## src/rtl/alu_seq_pkg.sv

```systemverilog
// Shared types and constants for the 20-bit ALU sequencer.
// Opcodes, FSM states and default widths.
package alu_seq_pkg;

  localparam int ALU_W   = 20;
  localparam int ALU_SHW = 4;

  localparam logic [3:0] OP_NOT  = 4'h0;
  localparam logic [3:0] OP_AND  = 4'h1;
  localparam logic [3:0] OP_OR   = 4'h2;
  localparam logic [3:0] OP_XOR  = 4'h3;
  localparam logic [3:0] OP_SHL  = 4'h4;
  localparam logic [3:0] OP_SHR  = 4'h5;
  localparam logic [3:0] OP_ROL  = 4'h6;
  localparam logic [3:0] OP_ROR  = 4'h7;
  localparam logic [3:0] OP_INC  = 4'h8;
  localparam logic [3:0] OP_DEC  = 4'h9;
  localparam logic [3:0] OP_ADD  = 4'hA;
  localparam logic [3:0] OP_ADDC = 4'hB;
  localparam logic [3:0] OP_SUB  = 4'hC;
  localparam logic [3:0] OP_CMP  = 4'hD;
  localparam logic [3:0] OP_MOVB = 4'hE;
  localparam logic [3:0] OP_NOP  = 4'hF;

  typedef enum logic [1:0] {
    IDLE,
    EXEC,
    SHIFT,
    RESP
  } state_e;

  function automatic logic is_shift(input logic [3:0] op);
    return op[3:2] == 2'b01;
  endfunction

endpackage

```

## src/rtl/alu_seq_core.sv

```systemverilog
// Combinational ALU: op, a, b, cin -> result, cout, zero, sign.
// ALU_SEQ_BARREL_EN selects full barrel shifts, else 1-bit steps.
module alu_seq_core #(
  parameter int W   = alu_seq_pkg::ALU_W,
  parameter int SHW = alu_seq_pkg::ALU_SHW
) (
  input  logic [3:0]     op,
  input  logic [W-1:0]   a,
  input  logic [W-1:0]   b,
  input  logic           cin,
`ifdef ALU_SEQ_BARREL_EN
  input  logic [SHW-1:0] shamt,
`endif
  output logic [W-1:0]   result,
  output logic           cout,
  output logic           zero,
  output logic           sign
);
  import alu_seq_pkg::*;

  logic [W:0] wide;
  logic [W:0] one_w;

  assign one_w = {{W{1'b0}}, 1'b1};

  always_comb begin
    wide   = '0;
    result = '0;
    cout   = cin;
    unique case (op)
      OP_NOT:  result = ~a;
      OP_AND:  result = a & b;
      OP_OR:   result = a | b;
      OP_XOR:  result = a ^ b;
`ifdef ALU_SEQ_BARREL_EN
      OP_SHL:  result = a << shamt;
      OP_SHR:  result = a >> shamt;
      OP_ROL:  result = (a << shamt)
                      | (a >> (W - int'(shamt)));
      OP_ROR:  result = (a >> shamt)
                      | (a << (W - int'(shamt)));
`else
      OP_SHL:  result = {a[W-2:0], 1'b0};
      OP_SHR:  result = {1'b0, a[W-1:1]};
      OP_ROL:  result = {a[W-2:0], a[W-1]};
      OP_ROR:  result = {a[0], a[W-1:1]};
`endif
      OP_INC: begin
        wide   = {1'b0, a} + one_w;
        result = wide[W-1:0];
        cout   = wide[W];
      end
      // DEC reports a borrow (a==0), like SUB
      OP_DEC: begin
        wide   = {1'b0, a} - one_w;
        result = wide[W-1:0];
        cout   = wide[W];
      end
      OP_ADD: begin
        wide   = {1'b0, a} + {1'b0, b};
        result = wide[W-1:0];
        cout   = wide[W];
      end
      OP_ADDC: begin
        wide   = {1'b0, a} + {1'b0, b}
               + {{W{1'b0}}, cin};
        result = wide[W-1:0];
        cout   = wide[W];
      end
      OP_SUB: begin
        wide   = {1'b0, a} - {1'b0, b};
        result = wide[W-1:0];
        cout   = wide[W];
      end
      OP_CMP:  result = '0;
      OP_MOVB: result = b;
      OP_NOP:  result = '0;
      default: result = '0;
    endcase
  end

  assign zero = (op == OP_CMP) ? (a == b)
                               : (result == '0);
  assign sign = (op == OP_CMP) ? (a < b)
                               : result[W-1];

endmodule

```

## src/rtl/alu_sequencer.sv

```systemverilog
// Request/response sequencer around alu_seq_core with sticky carry.
// ALU_SEQ_BARREL_EN: shifts finish in EXEC instead of the SHIFT loop.
module alu_sequencer #(
  parameter int W   = alu_seq_pkg::ALU_W,
  parameter int SHW = alu_seq_pkg::ALU_SHW
) (
  input  logic           clk,
  input  logic           rst_n,
  input  logic           req_valid,
  output logic           req_ready,
  input  logic [3:0]     req_op,
  input  logic [W-1:0]   req_a,
  input  logic [W-1:0]   req_b,
  input  logic [SHW-1:0] req_shamt,
  output logic           rsp_valid,
  input  logic           rsp_ready,
  output logic [W-1:0]   rsp_result,
  output logic           rsp_zero,
  output logic           rsp_sign,
  output logic           rsp_carry,
  output logic           busy
);
  import alu_seq_pkg::*;

  state_e         state_q, state_d;
  logic [3:0]     op_q, op_d;
  logic [W-1:0]   a_q, a_d;
  logic [W-1:0]   b_q, b_d;
  logic [SHW-1:0] cnt_q, cnt_d;
  logic           carry_q, carry_d;
  logic [W-1:0]   res_q, res_d;
  logic           zero_q, zero_d;
  logic           sign_q, sign_d;

  logic [W-1:0]   c_res;
  logic           c_cout, c_zero, c_sign;

  alu_seq_core #(.W(W), .SHW(SHW)) u_core (
    .op     (op_q),
    .a      (a_q),
    .b      (b_q),
    .cin    (carry_q),
`ifdef ALU_SEQ_BARREL_EN
    .shamt  (cnt_q),
`endif
    .result (c_res),
    .cout   (c_cout),
    .zero   (c_zero),
    .sign   (c_sign)
  );

  always_comb begin
    state_d = state_q;
    op_d    = op_q;
    a_d     = a_q;
    b_d     = b_q;
    cnt_d   = cnt_q;
    carry_d = carry_q;
    res_d   = res_q;
    zero_d  = zero_q;
    sign_d  = sign_q;
    unique case (state_q)
      IDLE: begin
        if (req_valid) begin
          op_d  = req_op;
          a_d   = req_a;
          b_d   = req_b;
          cnt_d = req_shamt;
`ifdef ALU_SEQ_BARREL_EN
          state_d = EXEC;
`else
          state_d = is_shift(req_op) ? SHIFT : EXEC;
`endif
        end
      end
      EXEC: begin
        res_d   = c_res;
        zero_d  = c_zero;
        sign_d  = c_sign;
        carry_d = c_cout;
        state_d = RESP;
      end
      // a_q is the working value; core does one bit per cycle
      SHIFT: begin
        if (cnt_q == '0) begin
          res_d   = a_q;
          zero_d  = (a_q == '0);
          sign_d  = a_q[W-1];
          state_d = RESP;
        end else begin
          a_d   = c_res;
          cnt_d = cnt_q - 1'b1;
        end
      end
      RESP: begin
        if (rsp_ready) state_d = IDLE;
      end
      default: state_d = IDLE;
    endcase
  end

  always_ff @(posedge clk) begin
    if (!rst_n) begin
      state_q <= IDLE;
      op_q    <= OP_NOP;
      a_q     <= '0;
      b_q     <= '0;
      cnt_q   <= '0;
      carry_q <= 1'b0;
      res_q   <= '0;
      zero_q  <= 1'b0;
      sign_q  <= 1'b0;
    end else begin
      state_q <= state_d;
      op_q    <= op_d;
      a_q     <= a_d;
      b_q     <= b_d;
      cnt_q   <= cnt_d;
      carry_q <= carry_d;
      res_q   <= res_d;
      zero_q  <= zero_d;
      sign_q  <= sign_d;
    end
  end

  assign req_ready  = (state_q == IDLE);
  assign busy       = (state_q != IDLE);
  assign rsp_valid  = (state_q == RESP);
  assign rsp_result = res_q;
  assign rsp_zero   = zero_q;
  assign rsp_sign   = sign_q;
  assign rsp_carry  = carry_q;

endmodule
```

## config.mk

```make
export PLATFORM = sky130hd
export DESIGN_NAME = alu_sequencer
export DESIGN_NICKNAME = d
export VERILOG_FILES = /design/src/rtl/alu_seq_pkg.sv /design/src/rtl/alu_seq_core.sv /design/src/rtl/alu_sequencer.sv
export SDC_FILE = /design/constraint.sdc
export NUM_CORES = 1
export LEC_CHECK = 0
export BUFFER_PORTS_ARGS = -buffer_cell sky130_fd_sc_hd__clkbuf_2
export CAP_MARGIN = 5
export CORE_AREA = 2 2 145 147
export CTS_BUF_LIST = sky130_fd_sc_hd__clkbuf_8
export DETAILED_ROUTE_END_ITERATION = 16
export DIE_AREA = 0 0 147 149
export PLACE_DENSITY = 0.7
export SLEW_MARGIN = 0
export SYNTH_ARGS = -nofsm -noshare
export SYNTH_HDL_FRONTEND = slang
export SYNTH_SLANG_ARGS = --single-unit
export TNS_END_PERCENT = 30
```

## constraint.sdc

```tcl
create_clock -name clk -period 11.1 [get_ports clk]
set_input_delay 2.22 -clock clk [delete_from_list [all_inputs] [get_ports clk]]
set_output_delay 2.22 -clock clk [all_outputs]
set_load 0.01 [all_outputs]
```

==> summary by stage <==
Global route
The global-route usage over all layers is 30.6%. The largest net degree at the start of global routing is 73. The number of antenna violations at the first check in global routing is 0. The via count of the first global-routing pass is 9189. Global routing finished with a remaining overflow of 0. The wire length of the first global-routing pass is 52.7 mm.

Yosys
The synthesized net count is 1401. The warning count from the yosys run is 0. The mapped cell area is 9040 µm². The area fraction in compound gates after synthesis is 31.7%.

By area, the combinational part of the netlist is dominated by compound AO/OA/AOI/OAI gates. For this run, the leading register cell type out of synthesis is sky130_fd_sc_hd__dfxtp_1. The async set-or-reset flop fraction in the synthesized netlist is 0%. The average size of a mapped cell is 7.08 µm². The register area share after synthesis is 16.2%. In the synthesized netlist, mux cells make up 3.82% of the area.

The synthesized-area fraction occupied by xor and xnor cells is 4.61%. Summing the areas of all and, or, nand and nor instances in the mapped netlist gives 25.8% of the synthesized area. The post-synthesis cell count is 1277. In this run, synthesis produced a sequential element count of 73. After Yosys synthesis, full adders, half adders and majority gates account for 10.1% of the synthesized area. Counting flops with a built-in enable in the synthesized netlist gives 0. In this run, distinct cell masters in the synthesized netlist total 93.

Timing
Setup repair after global routing left no endpoint under its margin. The smallest clock period supported by the final layout is computed as 4.91 ns. For the final database, setup skew stands at 0.00829 ns. The count of endpoints failing hold in the final timing report is 0. Of the available clock period, the critical path in the final layout requires 44.3%. The setup total negative slack is 0 ns. Derived from the worst setup path, the maximum achievable clock frequency is 0.204 GHz. The final setup violation count is 0. The number of pins exceeding their max-slew limit in the final report came to 0. For the pin with the worst max-slew slack, the measured transition is 1.19 ns. Headroom to the max-slew limit came out at 20.9%.

Floorplan
The I/O pin total is 78. The floorplan has 53 rows. The initial utilization of the core area, before any placement, comes to 44.0%. The core region is 20600 µm². The overall die area is 21900 µm². From left edge to right edge, the die measures 147 µm.

The floorplan die height is 149 µm.

Clock tree
The number of gates resized after CTS is 0. The post-CTS setup buffer count is 0. The CTS clock-pin slew for the worst setup and hold paths is 0.08 ns. The clock latency of the later-clocked register in the worst-skew pair is 0.36 ns. In this run, post-CTS hold repair placed 0 buffers.

The root buffer cell is sky130_fd_sc_hd__clkbuf_8. The clock passes through at most 2 buffers. The clock sink total is 73. The depth of the CTS H-tree is 3. Counting the buffers created by CTS gives 9. TritonCTS built the clock tree.

Hold path
The number of cells on the worst hold path is 2. The kind of path behind the tightest hold check is reg2reg. For hold timing, the worst endpoint is rsp_result[9]$_SDFFE_PN0P_. The launch point of the worst hold path is rsp_result[9]$_SDFFE_PN0P_.

Setup path
The depth of the worst register-to-register path is 13. In this run the worst path has a maximum fanout of 15. The category of the worst setup path launch point is a flop. The worst register-to-register path ends at a_q[14]$_SDFFE_PN0P_. The reg-to-reg setup timing slack is 6.19 ns. The launching element of the worst setup path is a_q[1]$_SDFFE_PN0P_. The critical path data arrival time is 5.18 ns. The critical path is of the reg2reg type. The sort of element at the end of the critical path is a flop. The required time reported for the critical path endpoint is 11.37 ns. The startpoint identified for the worst register-to-register timing path is a_q[1]$_SDFFE_PN0P_.

Layout
The total inserted antenna cells is 0. In the final layout, the share of cells above drive strength 1 is 11.7%. The net count of the finished layout is 1401.

The area growth from synthesis to layout is 7.17%. The post-route standard cell area excluding fillers is 9680 µm². The count of fill cells added during filler insertion is 2117.

Leaving out filler cells and counting taps, the final layout contains 1556.

Run status
The run finished with clean final reports.

Place
The final weighted congestion in routability-driven placement is 0.991. The post-place instance area is 9480 µm². The number of buffers added on ports is 77. The detailed placement HPWL is 25.8 mm.

Counting tap cells, the placed design contains a total of 1541 instances.

Route
The number of vias in the routed layout is 10300. The count of nets left with antenna violations once routing finished came out at 0. The number of violations reported at the end of detailed-routing iteration 0 is 1457. The first TritonRoute pass finished after 6 iterations. After detailed routing, the number of remaining DRC violations is 0. The final wirelength is 34.4 mm. Dividing the detail-routed wire length by the instance count gives 22.1 µm. Dividing the detail-routed via count by the number of cells gives 6.62.

Pwr
For this design the static power due to leakage is 3.62 nW. The total power per unit cell area is 282 nW/µm². The worst IR drop on VDD is 0.256 mV.

Run
Max-cap violations in this run came to 0.
## area by class of cell
type	instances	area [µm²]	area share [%]
multi-input cells	1027	6890	71.2
inverters	72	270	2.79
clock buffers	11	151	1.56
clock inverters	4	51.3	0.530
flip-flops and latches	73	1460	15.1
repair buffers	94	513	5.30
well taps	275	344	3.55
## per-layer routing
metal  global-route usage, %  share of wire [%]
met5                       0                  0
met2                    47.9                 43
met1                    42.5                 42
met3                    3.67                 10
met4                    13.1                4.4
## registers in the layout, indices dropped and copies added, names as in the netlist
| signal | flops |
|---|---|
| a_q | 20 |
| b_q | 20 |
| cnt_q | 4 |
| op_q | 4 |
| rsp_carry | 1 |
| rsp_result | 20 |
| rsp_sign | 1 |
| rsp_zero | 1 |
| state_q | 2 |
## cell families after synthesis
kind of cell,count (synthesis)
multiplexers,34
flip-flops,73
XOR/XNOR,46
buffers and inverters,177
adder cells (fa/ha/maj),72
AO/OA/AOI/OAI,410
AND/OR/NAND/NOR,465
## metrics by stage
step                utilization, %  setup WS [ns]  power, mW  hold WS, ns
floorplan                        -           6.58       1.92        0.453
CTS                           47.1           6.31       2.66        0.469
detailed placement            46.1           6.23       2.43        0.458
global route                  47.1           5.89       2.92        0.492
global placement              46.1           6.29       2.42        0.442
finish                        47.1           6.19       2.73        0.467
## worst max-delay path: stages, from the launching register on
cell                        delay [ns]
sky130_fd_sc_hd__dfxtp_1          0.67
sky130_fd_sc_hd__inv_1            0.27
sky130_fd_sc_hd__ha_1             0.46
sky130_fd_sc_hd__a211o_1          0.23
sky130_fd_sc_hd__a41oi_2          0.26
sky130_fd_sc_hd__a211oi_2         0.54
sky130_fd_sc_hd__o211ai_1         0.23
sky130_fd_sc_hd__nor4_2           0.55
sky130_fd_sc_hd__nand3_1          0.27
sky130_fd_sc_hd__or3_1            0.37
sky130_fd_sc_hd__a21oi_1          0.22
sky130_fd_sc_hd__a2bb2oi_1        0.38
sky130_fd_sc_hd__mux2i_1          0.13
sky130_fd_sc_hd__a211oi_1         0.23
## cell usage in the layout, fill, tap and decap left out, types with 6 or more instances in the layout
| cell type | instances |
|---|---|
| sky130_fd_sc_hd__nand2_1 | 134 |
| sky130_fd_sc_hd__a21oi_1 | 112 |
| sky130_fd_sc_hd__nor2_1 | 108 |
| sky130_fd_sc_hd__clkbuf_2 | 77 |
| sky130_fd_sc_hd__dfxtp_1 | 72 |
| sky130_fd_sc_hd__ha_1 | 69 |
| sky130_fd_sc_hd__inv_1 | 64 |
| sky130_fd_sc_hd__o21ai_0 | 46 |
| sky130_fd_sc_hd__nor3_1 | 42 |
| sky130_fd_sc_hd__xnor2_1 | 38 |
| sky130_fd_sc_hd__nand3_1 | 36 |
| sky130_fd_sc_hd__a221oi_1 | 36 |
| sky130_fd_sc_hd__mux2i_1 | 30 |
| sky130_fd_sc_hd__a211oi_1 | 30 |
| sky130_fd_sc_hd__nand4_1 | 20 |
| sky130_fd_sc_hd__o211ai_1 | 20 |
| sky130_fd_sc_hd__buf_4 | 17 |
| sky130_fd_sc_hd__a31oi_1 | 16 |
| sky130_fd_sc_hd__nor2b_1 | 15 |
| sky130_fd_sc_hd__nor4_1 | 15 |
| sky130_fd_sc_hd__o221ai_1 | 15 |
| sky130_fd_sc_hd__a22oi_1 | 11 |
| sky130_fd_sc_hd__nand2b_1 | 11 |
| sky130_fd_sc_hd__clkbuf_8 | 11 |
| sky130_fd_sc_hd__and3_1 | 10 |
| sky130_fd_sc_hd__o22ai_1 | 9 |
| sky130_fd_sc_hd__or2_2 | 9 |
| sky130_fd_sc_hd__or3_1 | 8 |
| sky130_fd_sc_hd__a21o_1 | 8 |
| sky130_fd_sc_hd__o21a_1 | 8 |
| sky130_fd_sc_hd__a32oi_1 | 8 |
| sky130_fd_sc_hd__a221o_1 | 8 |
| sky130_fd_sc_hd__xor2_1 | 7 |
| sky130_fd_sc_hd__nand3b_1 | 7 |
| sky130_fd_sc_hd__o21ai_1 | 7 |
| sky130_fd_sc_hd__and2_1 | 7 |
| sky130_fd_sc_hd__a311oi_1 | 7 |
| sky130_fd_sc_hd__a211o_1 | 6 |
| sky130_fd_sc_hd__a2111oi_0 | 6 |
## cell usage after synthesis (16+ instances only)
library cell | count | area, µm²
sky130_fd_sc_hd__a211oi_1 | 30 | 225
sky130_fd_sc_hd__a21oi_1 | 112 | 561
sky130_fd_sc_hd__a221oi_1 | 36 | 315
sky130_fd_sc_hd__a31oi_1 | 16 | 100
sky130_fd_sc_hd__clkbuf_1 | 78 | 293
sky130_fd_sc_hd__dfxtp_1 | 73 | 1460
sky130_fd_sc_hd__ha_1 | 70 | 876
sky130_fd_sc_hd__inv_1 | 65 | 244
sky130_fd_sc_hd__mux2i_1 | 30 | 300
sky130_fd_sc_hd__nand2_1 | 134 | 503
sky130_fd_sc_hd__nand3_1 | 36 | 180
sky130_fd_sc_hd__nand4_1 | 20 | 125
sky130_fd_sc_hd__nor2_1 | 110 | 413
sky130_fd_sc_hd__nor3_1 | 43 | 215
sky130_fd_sc_hd__o211ai_1 | 20 | 150
sky130_fd_sc_hd__o21ai_0 | 46 | 230
sky130_fd_sc_hd__xnor2_1 | 38 | 333
## how the worst max path moves through the flow
stage	depth (start not counted)	to
after floorplan	10	rsp_zero$_SDFFE_PN0P_
after global placement	10	rsp_zero$_SDFFE_PN0P_
after detailed placement	10	rsp_zero$_SDFFE_PN0P_
after CTS	13	a_q[14]$_SDFFE_PN0P_
after global routing	13	a_q[14]$_SDFFE_PN0P_
final	13	a_q[14]$_SDFFE_PN0P_
## report_power, final
part	total, mW	internal (mW)	switching (mW)
combinational	2.01	0.710	1.30
clock	0.220	0.115	0.105
sequential	0.498	0.344	0.154
total	2.73	1.17	1.56
Power figures use the tool's default switching activity.
